## src/rtl/spi_pkg.sv

```systemverilog
// -----------------------------------------------------------------------------
// spi_pkg
// Shared constants and types for the SPI host and the slave it talks to.
//   SPI_W_BITS : write-frame length (slave R register width)
//   SPI_R_BITS : readback width (slave RD register width)
//   SPI_ID     : fixed tie-off pattern the slave returns in RD[31:16]
// -----------------------------------------------------------------------------
package spi_pkg;

    localparam int          SPI_W_BITS = 64;
    localparam int          SPI_R_BITS = 48;
    localparam logic [15:0] SPI_ID     = 16'h55AA;

    typedef enum logic [2:0] {
        ST_IDLE,
        ST_SETUP,
        ST_SHIFT,
        ST_HOLD,
        ST_GAP
    } spi_host_state_t;

endpackage

```

## src/rtl/spi_host_tick.sv

```systemverilog
// -----------------------------------------------------------------------------
// spi_host_tick
// Half-period timer for the SPI host. Emits a one-cycle tick every HALF clock
// cycles; restart zeroes the count so the first tick lands exactly HALF cycles
// after the restart cycle.
//   clk     in  : system clock
//   rst_n   in  : asynchronous active-low reset
//   restart in  : zero the count (frame accepted)
//   tick    out : one-cycle pulse every HALF cycles
// -----------------------------------------------------------------------------
module spi_host_tick #(
    parameter int HALF = 2
) (
    input  logic clk,
    input  logic rst_n,
    input  logic restart,
    output logic tick
);

    localparam int            CW   = $clog2(HALF) + 1;
    localparam logic [CW-1:0] LAST = CW'(HALF - 1);

    logic [CW-1:0] cnt_q;
    logic [CW-1:0] cnt_d;

    assign tick = (cnt_q == LAST);

    always_comb begin
        cnt_d = cnt_q + 1'b1;
        if (restart || tick) begin
            cnt_d = '0;
        end
    end

    always_ff @(posedge clk or negedge rst_n) begin
        if (!rst_n) begin
            cnt_q <= '0;
        end else begin
            cnt_q <= cnt_d;
        end
    end

endmodule

```

## src/rtl/spi_host.sv

```systemverilog
// -----------------------------------------------------------------------------
// spi_host
// Mode-0 SPI initiator: one full-duplex frame shifts W_BITS of wdata out on
// MOSI (MSB first) and captures the first R_BITS MISO samples into rdata.
//   CLK   in  : system clock
//   RST   in  : asynchronous active-low reset
//   start in  : launch a frame (sampled only in IDLE)
//   wdata in  : write word, latched on the accepted start
//   busy  out : frame in progress, including the CEB-high gap
//   done  out : one-cycle end-of-frame pulse; rdata valid from this cycle
//   rdata out : captured readback, held until the next done
//   SCLK  out : SPI clock, idle low
//   CEB   out : chip enable, active low
//   MOSI  out : serial data to slave
//   MISO  in  : serial data from slave
//
// state    | meaning
// ---------+------------------------------------------------------------
// ST_IDLE  | CEB high, waiting for start
// ST_SETUP | CEB low, first MOSI bit set up for HALF cycles
// ST_SHIFT | SCLK toggling; sample MISO on rise, advance MOSI on fall
// ST_HOLD  | SCLK low after last fall, CEB still low for HALF cycles
// ST_GAP   | CEB high for HALF cycles, then done pulse
// -----------------------------------------------------------------------------
module spi_host
    import spi_pkg::*;
#(
    parameter int HALF   = 2,
    parameter int W_BITS = SPI_W_BITS,
    parameter int R_BITS = SPI_R_BITS
) (
    input  logic              CLK,
    input  logic              RST,
    input  logic              start,
    input  logic [W_BITS-1:0] wdata,
    output logic              busy,
    output logic              done,
    output logic [R_BITS-1:0] rdata,
    output logic              SCLK,
    output logic              CEB,
    output logic              MOSI,
    input  logic              MISO
);

    localparam int            BW       = $clog2(W_BITS);
    localparam logic [BW-1:0] BIT_LAST = BW'(W_BITS - 1);

    spi_host_state_t   state_q, state_d;
    logic [W_BITS-1:0] sr_q, sr_d;
    logic [R_BITS-1:0] cap_q, cap_d;
    logic [R_BITS-1:0] rdata_q, rdata_d;
    logic [BW-1:0]     bit_q, bit_d;
    logic              sclk_q, sclk_d;
    logic              ceb_q, ceb_d;
    logic              busy_q, busy_d;
    logic              done_q, done_d;

    logic accept;
    logic tick;

    assign accept = (state_q == ST_IDLE) && start;

    spi_host_tick #(
        .HALF (HALF)
    ) u_tick (
        .clk     (CLK),
        .rst_n   (RST),
        .restart (accept),
        .tick    (tick)
    );

    always_comb begin
        state_d = state_q;
        sr_d    = sr_q;
        cap_d   = cap_q;
        rdata_d = rdata_q;
        bit_d   = bit_q;
        sclk_d  = sclk_q;
        ceb_d   = ceb_q;
        busy_d  = busy_q;
        done_d  = 1'b0;

        case (state_q)
            ST_IDLE: begin
                if (start) begin
                    state_d = ST_SETUP;
                    sr_d    = wdata;
                    cap_d   = '0;
                    bit_d   = '0;
                    ceb_d   = 1'b0;
                    busy_d  = 1'b1;
                end
            end
            ST_SETUP: begin
                if (tick) begin
                    state_d = ST_SHIFT;
                    sclk_d  = 1'b1;
                    cap_d   = R_BITS'({cap_q, MISO});
                end
            end
            ST_SHIFT: begin
                if (tick) begin
                    if (sclk_q) begin
                        sclk_d = 1'b0;
                        sr_d   = sr_q << 1;
                        if (bit_q == BIT_LAST) begin
                            state_d = ST_HOLD;
                        end else begin
                            bit_d = bit_q + 1'b1;
                        end
                    end else begin
                        sclk_d = 1'b1;
                        // Samples beyond the readback width are dropped so the
                        // first MISO bit stays at the top of rdata.
                        if (32'(bit_q) < R_BITS) begin
                            cap_d = R_BITS'({cap_q, MISO});
                        end
                    end
                end
            end
            ST_HOLD: begin
                if (tick) begin
                    state_d = ST_GAP;
                    ceb_d   = 1'b1;
                    sr_d    = '0;
                end
            end
            ST_GAP: begin
                // The done cycle is still GAP so a start coinciding with done
                // is not accepted; IDLE is reached one cycle later.
                if (done_q) begin
                    state_d = ST_IDLE;
                end else if (tick) begin
                    done_d  = 1'b1;
                    busy_d  = 1'b0;
                    rdata_d = cap_q;
                end
            end
            default: begin
                state_d = ST_IDLE;
            end
        endcase
    end

    always_ff @(posedge CLK or negedge RST) begin
        if (!RST) begin
            state_q <= ST_IDLE;
            sr_q    <= '0;
            cap_q   <= '0;
            rdata_q <= '0;
            bit_q   <= '0;
            sclk_q  <= 1'b0;
            ceb_q   <= 1'b1;
            busy_q  <= 1'b0;
            done_q  <= 1'b0;
        end else begin
            state_q <= state_d;
            sr_q    <= sr_d;
            cap_q   <= cap_d;
            rdata_q <= rdata_d;
            bit_q   <= bit_d;
            sclk_q  <= sclk_d;
            ceb_q   <= ceb_d;
            busy_q  <= busy_d;
            done_q  <= done_d;
        end
    end

    assign SCLK  = sclk_q;
    assign CEB   = ceb_q;
    assign MOSI  = sr_q[W_BITS-1];
    assign busy  = busy_q;
    assign done  = done_q;
    assign rdata = rdata_q;

endmodule

```

## config.mk

```make
export PLATFORM = sky130hd
export DESIGN_NAME = spi_host
export DESIGN_NICKNAME = d
export VERILOG_FILES = /design/src/rtl/spi_pkg.sv /design/src/rtl/spi_host_tick.sv /design/src/rtl/spi_host.sv
export SDC_FILE = /design/constraint.sdc
export NUM_CORES = 1
export LEC_CHECK = 0
export ABC_AREA = 0
export CAP_MARGIN = 10
export CORE_MARGIN = 3
export CORE_UTILIZATION = 45
export DETAILED_ROUTE_END_ITERATION = 10
export PLACE_DENSITY_LB_ADDON = 0.05
export SYNTH_ARGS = -nofsm -noshare
export SYNTH_HDL_FRONTEND = slang
export SYNTH_SLANG_ARGS = --single-unit
```

## constraint.sdc

```tcl
create_clock -name CLK -period 1.7 [get_ports CLK]
set_clock_uncertainty 0.1 [all_clocks]
set_input_delay 0.255 -clock CLK [delete_from_list [all_inputs] [get_ports CLK]]
set_output_delay 0.255 -clock CLK [all_outputs]
set_load 0.01 [all_outputs]
```

==> results.sh <==
export IMPL_failed_checks="setup timing"
export IMPL_critical_path_class="reg2reg"
export IMPL_antenna_left=0
export IMPL_min_path_type="in2async"
export IMPL_floorplan_initialDensity_pct=46.0
export IMPL_fmax_mhz=549
export IMPL_ys_flop_type="sky130_fd_sc_hd__dfrtp_1"
export IMPL_clk_transition_reported_paths_ns=0.07
export IMPL_layout_nets=973
export IMPL_grt_overflow_total=0
export IMPL_cell_type_contributing_the_most_total_cell_area_after_synthesis="sky130_fd_sc_hd__dfrtp_1"
export IMPL_placed_cells=1068
export IMPL_grt_util_all_layers_pct=19.3
export IMPL_die_area_mm2=0.0186
export IMPL_r2r_cells=6
export IMPL_worstSkewPairLatency_ns=0.43
export IMPL_dp_hpwl_um=10600
export IMPL_synth_top_cells_by_count="sky130_fd_sc_hd__dfrtp_1, sky130_fd_sc_hd__a21oi_1, sky130_fd_sc_hd__nand2_1"
export IMPL_ys_warn_count=0
export IMPL_number_of_register_bits_inferred_by_synthesis=175
export IMPL_syn_to_final_growth_pct=44.8
export IMPL_critPathMaxFanout=14
export IMPL_port_buffers=120
export IMPL_via_count_of_the_first_global_routing_pass=5784
export IMPL_routed_via_count=6076
export IMPL_core_mm2=0.0166
export IMPL_report_final_setup_viol=162
export IMPL_critical_path_endpoint_type="flop"
export IMPL_fin_area_mm2=0.0111
export IMPL_number_of_enable_flip_flop_cells_after_synthesis=0
export IMPL_rsz0062_at_grt="true"
export IMPL_layout_setup_ws_ns=-0.123
export IMPL_clk_path_buf_depth=2
export IMPL_max_capacitance_violation_total=0
export IMPL_run_status="finished, violations left"
export IMPL_numCtsBuffers=17
export IMPL_drcViolationCount=0
export IMPL_peakVddDrop_uv=858
export IMPL_synth_sequential_area_ratio_pct=57.2
export IMPL_synth_most_common_cell="sky130_fd_sc_hd__dfrtp_1"
export IMPL_p_leak_nw=5.28
export IMPL_slew_headroom_pct=54.0
export IMPL_clk_root_buffer_cell="sky130_fd_sc_hd__clkbuf_16"
export IMPL_die_height_um=136
export IMPL_placement_cell_area_mm2=0.00928
export IMPL_globalplace_congestion=0.786
export IMPL_hold_viol=0
export IMPL_route_final_wire_length_um=19700
export IMPL_finalMaxSlewViolations=0
export IMPL_worst_hold_slack_ns=0.206
export IMPL_timing_critical_path_from_type="flop"
export IMPL_fin_tns_setup_ns=-8.53
export IMPL_yosysUniqueCellTypes=41
export IMPL_synth_async_reset_ratio_pct=100
export IMPL_gr_usage_met2_pct=31.5
export IMPL_critical_path_required_ns=1.95
export IMPL_grt_busiest_layer="met2"
export IMPL_ios=121
export IMPL_min_period_ns=1.82
export IMPL_first_pass_grt_wire_length_um=28600
export IMPL_yosys_area_top_type_share_pct=56.9
export IMPL_cp_arrival_ns=2.07
export IMPL_synth_fp_nets=821
export IMPL_tritoncts_num_sinks=175
export IMPL_drtPass1Iterations=5
export IMPL_viasPerCell=5.35
export IMPL_layout_drive_gt1_share_pct=29.4
export IMPL_global_route_met3_usage_pct=4.37
export IMPL_syn_instance_count=751
export IMPL_max_slew_worst_pin_slew_ns=0.690
export IMPL_grt_start_max_net_pins=64
export IMPL_drt_iter0_markers=356
export IMPL_htree_levels=4
export IMPL_fp_row_count=47
export IMPL_grt_use_met1_pct=25.8
export IMPL_finalPower_mw=18.6
export IMPL_post_layout_nonfiller_instances=1136
export IMPL_power_density_cell_area_mw_per_mm2=1680
export IMPL_initial_antenna_violation_count=0
export IMPL_insertedDiodeCount=0
export IMPL_mappedNetlistArea_mm2=0.00765
export IMPL_syn_avg_cell_area_um2=10.2
export IMPL_final_cycle_utilization_of_the_critical_path_pct=107
export IMPL_drt_wirelength_per_cell_um=17.3
export IMPL_die_width_um=136
export IMPL_ys_top_cells_by_area="sky130_fd_sc_hd__dfrtp_1, sky130_fd_sc_hd__a21oi_1, sky130_fd_sc_hd__mux2_2"
export IMPL_tritoncts="yes"
[registers in the layout, indices dropped and copies added, names as in the netlist]
signal,cells
bit_q,6
u_tick.cnt_q,2
busy,1
SCLK,1
CEB,1
sr_q,64
state_q,3
rdata,48
done,1
cap_q,48
[metrics by stage]
stage,utilization (%),setup WS (ns)
2_1_floorplan,-,-0.0290
3_3_place_gp,55.7,-0.329
3_5_place_dp,55.7,-0.369
4_1_cts,60.7,-0.109
5_1_grt,66.6,-0.215
6_report,66.6,-0.123
[final cells by class]
class	instances	area [um2]
repair buffers	194	2390
inverters	4	15.0
clock inverters	13	150
clock buffers	19	443
flip-flops and latches	175	4380
well taps	220	275
multi-input cells	511	3430
fillers	1267	5560
[critical path, cell delays in order, from the launching register on]
cell                        delay (ns)
sky130_fd_sc_hd__dfrtp_2          0.47
sky130_fd_sc_hd__or3b_4           0.43
sky130_fd_sc_hd__a21oi_4          0.15
sky130_fd_sc_hd__buf_12           0.19
sky130_fd_sc_hd__clkbuf_16        0.19
sky130_fd_sc_hd__nor2_1           0.05
sky130_fd_sc_hd__a21oi_1          0.15
[cell families (layout without fill, tap and decap cells)]
group	Yosys count	in the layout	synth area share, %
simple gates	257	257	16.6
compound gates	201	201	13.8
flops	175	175	57.2
buf+inv	65	230	4.58
mux	49	49	7.21
fa+ha+maj	2	2	0.327
xor+xnor	2	2	0.229
[where the power goes]
group	switching, mW	total (mW)	internal [mW]
combinational	4.63	8.84	4.21
sequential	0.582	5.76	5.18
clock	1.73	3.97	2.24
[layer usage]
layer	vias up	routed length, um	share of wire [%]
met5	-	0	0
met4	0	299	1.5
met3	16	725	3.7
met2	120	9970	51
met1	3054	8690	44
li1	2886	-	-
[cell usage in the layout (no fill, tap or decap), types with 3 or more instances in the layout]
cell                              Yosys  final
sky130_fd_sc_hd__a21oi_1            136    121
sky130_fd_sc_hd__a21oi_2              1     15
sky130_fd_sc_hd__buf_12               0     14
sky130_fd_sc_hd__buf_16               0      6
sky130_fd_sc_hd__buf_4               10     30
sky130_fd_sc_hd__buf_6                6      8
sky130_fd_sc_hd__clkbuf_16            0     32
sky130_fd_sc_hd__clkdlybuf4s50_1      0     69
sky130_fd_sc_hd__dfrtp_1            174    172
sky130_fd_sc_hd__dlygate4sd2_1        0     24
sky130_fd_sc_hd__dlymetal6s2s_1       0     26
sky130_fd_sc_hd__inv_1                4      3
sky130_fd_sc_hd__inv_6                0      6
sky130_fd_sc_hd__mux2_2              49     48
sky130_fd_sc_hd__nand2_1            103     58
sky130_fd_sc_hd__nand2_2              0     25
sky130_fd_sc_hd__nand2_4              0     20
sky130_fd_sc_hd__nand3_1              4      3
sky130_fd_sc_hd__nor2_1              70     59
sky130_fd_sc_hd__nor2_2               0     10
sky130_fd_sc_hd__nor2b_1              3      3
sky130_fd_sc_hd__nor3_1               3      3
sky130_fd_sc_hd__nor3b_1             62     62
sky130_fd_sc_hd__o21ai_0             50      4
sky130_fd_sc_hd__o21ai_1              2     20
sky130_fd_sc_hd__o21ai_2              0     26
[worst paths after layout]
kind / slack (ns) / from / to
setup / recovery: -0.12 / state_q[0] / sr_q[44]
hold / removal: 0.21 / RST / sr_q[6]
setup reg to reg: -0.12 / state_q[0] / sr_q[44]
hold reg to reg: 0.39 / busy / busy
max in group asynchronous: 0.63 / RST / sr_q[60]
min in group CLK: 0.30 / MISO / cap_q[0]
[what timing repair did]
item / CTS / global route
pin swaps: 5 / 28
buffers inserted: 6 / 8
endpoints found under the hold margin: 37 / 0
setup endpoints to repair: 190 / 193
cloned: 4 / 18
gates resized for setup: 40 / 167
hold buffers: 1 / 0
(Power assumes the default switching activity.)
